### src/rtl/fetch_ctrl.sv
// Instruction fetch sequencer: owns the PC, runs the i-mem request/ready
// handshake and keeps up to two fetched instructions queued ahead of ID.
module fetch_ctrl #(
  parameter logic [31:0] RESET_PC = 32'h0000_0000
) (
  input  logic        clk,
  input  logic        rst,
  input  logic        id_stall_i,
  input  logic        redirect_i,
  input  logic [31:0] redirect_pc_i,
  output logic        i_mem_req_o,
  output logic [31:0] i_mem_addr_o,
  input  logic        i_mem_ready_i,
  input  logic [31:0] i_mem_rdata_i,
  output logic        if_id_valid_o,
  output logic [31:0] if_id_instr_o,
  output logic [31:0] if_id_pc_o,
  output logic [31:0] if_id_pc_plus_4_o
);

  localparam int unsigned XLEN = 32;
  localparam int unsigned CNTW = 2;

  typedef enum logic [1:0] {RUN, REQ, DROP} state_t;

  typedef struct packed {
    logic [XLEN-1:0] pc;
    logic [XLEN-1:0] pc4;
    logic [XLEN-1:0] instr;
  } entry_t;

  localparam entry_t ENTRY_RST = '{pc: '0, pc4: XLEN'(4), instr: '0};

  state_t          state_q;
  logic [XLEN-1:0] pc_q;
  logic [CNTW-1:0] count_q;
  entry_t          head_q;
  entry_t          tail_q;

  logic            pop;
  logic            push;
  logic            space;
  logic [CNTW-1:0] count_after_pop;
  logic [XLEN-1:0] target;
  logic [XLEN-1:0] pc_inc;
  entry_t          new_entry;

  assign pop             = if_id_valid_o & ~id_stall_i;
  assign push            = (state_q == REQ) & i_mem_ready_i & ~redirect_i;
  assign count_after_pop = count_q - CNTW'(pop);
  assign space           = count_after_pop < CNTW'(2);
  assign target          = redirect_pc_i & ~XLEN'(3);
  assign pc_inc          = pc_q + XLEN'(4);
  assign new_entry       = '{pc: pc_q, pc4: pc_inc, instr: i_mem_rdata_i};

  assign if_id_instr_o     = head_q.instr;
  assign if_id_pc_o        = head_q.pc;
  assign if_id_pc_plus_4_o = head_q.pc4;

  // Two-entry in-order buffer; head_q feeds ID directly.
  always_ff @(posedge clk) begin
    if (rst) begin
      count_q       <= '0;
      if_id_valid_o <= 1'b0;
      head_q        <= ENTRY_RST;
      tail_q        <= ENTRY_RST;
    end else if (redirect_i) begin
      count_q       <= '0;
      if_id_valid_o <= 1'b0;
    end else begin
      if (push && count_after_pop == CNTW'(0)) begin
        head_q <= new_entry;
      end else if (pop) begin
        head_q <= tail_q;
      end
      if (push && count_after_pop == CNTW'(1)) begin
        tail_q <= new_entry;
      end
      count_q       <= count_after_pop + CNTW'(push);
      if_id_valid_o <= (count_after_pop != CNTW'(0)) | push;
    end
  end

  // Fetch FSM; the address register only moves once the current request is accepted.
  always_ff @(posedge clk) begin
    if (rst) begin
      state_q      <= RUN;
      pc_q         <= RESET_PC;
      i_mem_req_o  <= 1'b0;
      i_mem_addr_o <= RESET_PC;
    end else begin
      case (state_q)
        RUN: begin
          if (redirect_i) begin
            pc_q         <= target;
            state_q      <= REQ;
            i_mem_req_o  <= 1'b1;
            i_mem_addr_o <= target;
          end else if (space) begin
            state_q      <= REQ;
            i_mem_req_o  <= 1'b1;
            i_mem_addr_o <= pc_q;
          end
        end
        REQ: begin
          if (i_mem_ready_i) begin
            if (redirect_i) begin
              pc_q         <= target;
              i_mem_addr_o <= target;
            end else begin
              pc_q         <= pc_inc;
              i_mem_addr_o <= pc_inc;
              if (count_after_pop != CNTW'(0)) begin
                state_q     <= RUN;
                i_mem_req_o <= 1'b0;
              end
            end
          end else if (redirect_i) begin
            pc_q    <= target;
            state_q <= DROP;
          end
        end
        DROP: begin
          if (redirect_i) begin
            pc_q <= target;
          end
          if (i_mem_ready_i) begin
            state_q      <= REQ;
            i_mem_addr_o <= redirect_i ? target : pc_q;
          end
        end
        default: begin
          state_q     <= RUN;
          i_mem_req_o <= 1'b0;
        end
      endcase
    end
  end

endmodule

### config.mk
export PLATFORM = sky130hd
export DESIGN_NAME = fetch_ctrl
export DESIGN_NICKNAME = d
export VERILOG_FILES = /design/src/rtl/fetch_ctrl.sv
export SDC_FILE = /design/constraint.sdc
export NUM_CORES = 1
export LEC_CHECK = 0
export BUFFER_PORTS_ARGS = -buffer_cell sky130_fd_sc_hd__buf_4
export CAP_MARGIN = 10
export CORE_ASPECT_RATIO = 1.75
export CORE_UTILIZATION = 57
export CTS_CLUSTER_SIZE = 25
export DETAILED_ROUTE_END_ITERATION = 6
export HOLD_SLACK_MARGIN = 0.15
export PLACE_DENSITY = 0.93
export SYNTH_ARGS = -nofsm -noshare
export SYNTH_HDL_FRONTEND = slang
export SYNTH_SLANG_ARGS = --single-unit
### constraint.sdc
create_clock -name clk -period 2.8 [get_ports clk]
set_input_delay 0.28 -clock clk [delete_from_list [all_inputs] [get_ports clk]]
set_output_delay 0.28 -clock clk [all_outputs]
set_load 0.03 [all_outputs]
==> impl_metrics.csv <==
group,metric,value,unit
outcome,violations,"design-rule violations",
global_route,grt_pass1_wl,67600,um
timing,fin_crit_sh,0.954,
timing,skew,0.0262,ns
floorplan,io_pins,199,
clock_tree,htreeDepth,1,
outcome,outcome,"finished, violations left",
cells_and_area,fillerInstances,1408,
setup_path,crit_fanout,13,
timing,max_slew_margin,0.194,
setup_path,cp.arrival,3.13,ns
global_route,grt_remaining_overflow,0,
setup_path,critPathLaunchType,"register",
cells_and_area,seq_area,0.00516,mm2
timing,fin_hold_ws,0.172,ns
yosys,synth_fp_nets,1506,
yosys,synth.distinct_cells,68,
timing,totalNegativeSetupSlack,0,ns
setup_path,crit_required,3.26,ns
clock_tree,cts_buffers,23,
setup_path,r2r_slack,0.13,ns
power_and_ir_drop,power_density,583,mW/mm2
timing,period_minus_slack,2.67,ns
power_and_ir_drop,power_leakage,5.62,nW
floorplan,die_x,112,um
run,cap_violations,0,
clock_tree,clock-sinks,258,
yosys,ys.warnings.count,0,
floorplan,core_area,0.0205,mm2
clock_tree,path_clk_slew,0.07,ns
power_and_ir_drop,power.total,8.76,mW
detailed_routing,met1_length,14800,um
clock_tree,clock_latency,0.54,ns
placement,port_buffers,196,
hold_path,hp-class,"input port to register",
clock_tree,cts_setup_buffers,0,
cells_and_area,num-nets-final,1694,
placement,globalplace.congestion,1.02,
detailed_routing,dr.max_layer_used,"met4",
global_route,grt_usage,0.397,
yosys,syn_inst,1434,
clock_tree,root_buffer,"clkbuf_16",
timing,maxSlewViolCount,0,
clock_tree,cts_tree,"yes",
timing,max_freq,0.374,GHz
setup_path,reg2reg_from,"pc_q[10]",
setup_path,worstRegToRegCells,5,
timing,final_hold_viol_count,0,
floorplan,die_h,194,um
hold_path,hold_end,"i_mem_addr_o[21]",
setup_path,worst-setup-path-type,"register to register",
yosys,synth_area_per_cell,8.38,um2
timing,worst_slew_pin_slew,1.21,ns
cells_and_area,area_growth,25.1,%
detailed_routing,drc,4,
detailed_routing,drt_iter0_markers,1178,
detailed_routing,wl_met3,3250,um
detailed_routing,wl_met2,21700,um
floorplan,initial_utilization,0.587,
cells_and_area,layoutNonFillerInstCount,1885,
setup_path,r2r_end,"i_mem_addr_o[25]",
cells_and_area,n_antenna_cell,0,
detailed_routing,drt_wl_total,44000,um
yosys,synth-seq-area-share,0.430,
placement,dp_cells,1796,
hold_path,hold_depth,3,
power_and_ir_drop,ir_drop,0.723,mV
detailed_routing,avgViaCountPerCell,6.53,
hold_path,worstHoldStart,"redirect_pc_i[21]",
detailed_routing,detail_route.wl_per_cell,23.3,um
global_route,antenna_found_initial,0,
clock_tree,postCtsResizedCells,0,
yosys,ys_seq_elements,258,
cells_and_area,drive_above_1_share,0.196,
yosys,synthesis.area,0.0120,mm2
placement,dpl.hpwl,27200,um
clock_tree,cts_max_path_buffers,3,
timing,rsz0062_at_grt,"no",
floorplan,rows,69,
detailed_routing,vias,12307,
setup_path,cp-end-kind,"register",
yosys,synth_top_flop_cell,"dfxtp_1",
cells_and_area,multi_input_area,0.00619,mm2
yosys,synth_edf_count,0,
timing,setup_violations,0,
yosys,synthArstFlopShare,0,
floorplan,dieArea,0.0217,mm2
global_route,grt_max_degree,237,
global_route,grt_pass1_vias,12409,
detailed_routing,ant_nets,0,
detailed_routing,firstDrtPassIters,7,
[worst max-delay path: stages, from the launching register on]
cell and delay [ns]:
dfxtp_1 0.61, nand3_1 0.27, or4_4 0.59, nor4_2 0.27, mux2i_1 0.65, a32o_1 0.20
[layout make-up]
class / count / area share
Sequential cell: 258 / 0.344
Clock inverter: 9 / 0.00791
Tap cell: 248 / 0.0206
Multi-Input combinational cell: 1012 / 0.412
Inverter: 17 / 0.00425
Timing Repair Buffer: 310 / 0.169
Clock buffer: 31 / 0.0429
[placed cells by master (no fill, tap or decap), drive strengths merged, types with 5 or more instances in the layout]
cell         netlist  final
nand2b            13     13
nor4              16     16
nor2             126    126
nand3             33     33
nor3              25     25
dlygate4sd3        0     49
and2               8      8
o31ai              6      6
xnor2             30     30
and4               7      7
inv               17     19
a211oi           150    150
nor2b             32     32
o211ai             8      8
mux2i             76     76
nand4             26     26
buf               55    261
dfxtp            258    258
a31oi             14     14
o21ai             39     39
xor2               9      9
clkbuf            92     31
a221oi             9      9
a21oi            123    123
a22oi              7      7
nand2            187    187
and3              13     13
or3                5      5
[registers in the layout (all words and copies together) (netlist names)]
signal             cells
tail_q                94
i_mem_addr_o          32
if_id_instr_o         32
if_id_pc_o            32
pc_q                  32
if_id_pc_plus_4_o     30
count_q                2
state_q                2
i_mem_req_o            1
if_id_valid_o          1
[power by group]
| group | switching, mW | internal [mW] | leakage [nW] | total (mW) |
|---|---|---|---|---|
| Clock | 1.46 | 1.82 | 0.372 | 3.28 |
| Combinational | 0.905 | 0.561 | 3.15 | 1.47 |
| Sequential | 0.176 | 3.84 | 2.10 | 4.01 |
[how the worst max path moves through the flow]
stage | cells past startpoint | to | start
after detailed placement | 5 | i_mem_addr_o[25] | pc_q[10]
after CTS | 5 | i_mem_addr_o[25] | pc_q[10]
after global routing | 5 | i_mem_addr_o[25] | pc_q[10]
after floorplan | 9 | i_mem_addr_o[18] | if_id_valid_o
after global placement | 9 | i_mem_addr_o[26] | id_stall_i
final | 5 | i_mem_addr_o[25] | pc_q[10]
[logic make-up (layout without fill, tap and decap cells)]
logic type,after synthesis,in the layout,synth area share
adders and majority gates,3,3,0.00312
and+or+nand+nor,499,499,0.200
buffers and inverters,164,367,0.0576
DFF,258,258,0.430
xor gates and xnor gates,39,39,0.0290
muxes,77,77,0.0642
AOI/OAI and AO/OA,394,394,0.216
[metal layers]
metal,vias up,track usage
met3,281,0.0800
met2,731,0.680
met4,0,0.348
met5,-,0
met1,5798,0.408
li1,5497,-
[synth_stat cells, types with 19 or more instances]
master      n  share of area
nand4_1    24          0.012
nor2b_1    32          0.017
nand3_1    33          0.014
nor2_1    126          0.039
xnor2_1    29          0.021
mux2i_1    76          0.063
nand2_1   187          0.058
clkbuf_1   92          0.029
dfxtp_1   258           0.43
o21ai_0    37          0.015
buf_2      40          0.017
a211oi_1  150          0.094
a21oi_1   123          0.051
nor3_1     19         0.0079
[repair_timing]
action                     CTS  global route
hold endpoints to repair    89             0
setup endpoints to repair    0             0
hold buffers                49             0
[per-stage QoR]
stage / utilization / cell area (um2) / setup WS [ns]
after global placement: 0.673 / 13800 / 0.472
final: 0.735 / 15000 / 0.129
after floorplan: - / 12000 / 0.555
after detailed placement: 0.673 / 13800 / 0.450
after CTS: 0.735 / 15000 / 0.415
after global routing: 0.735 / 15000 / 0.0417
Note: power is estimated with default switching activity, not from simulation.
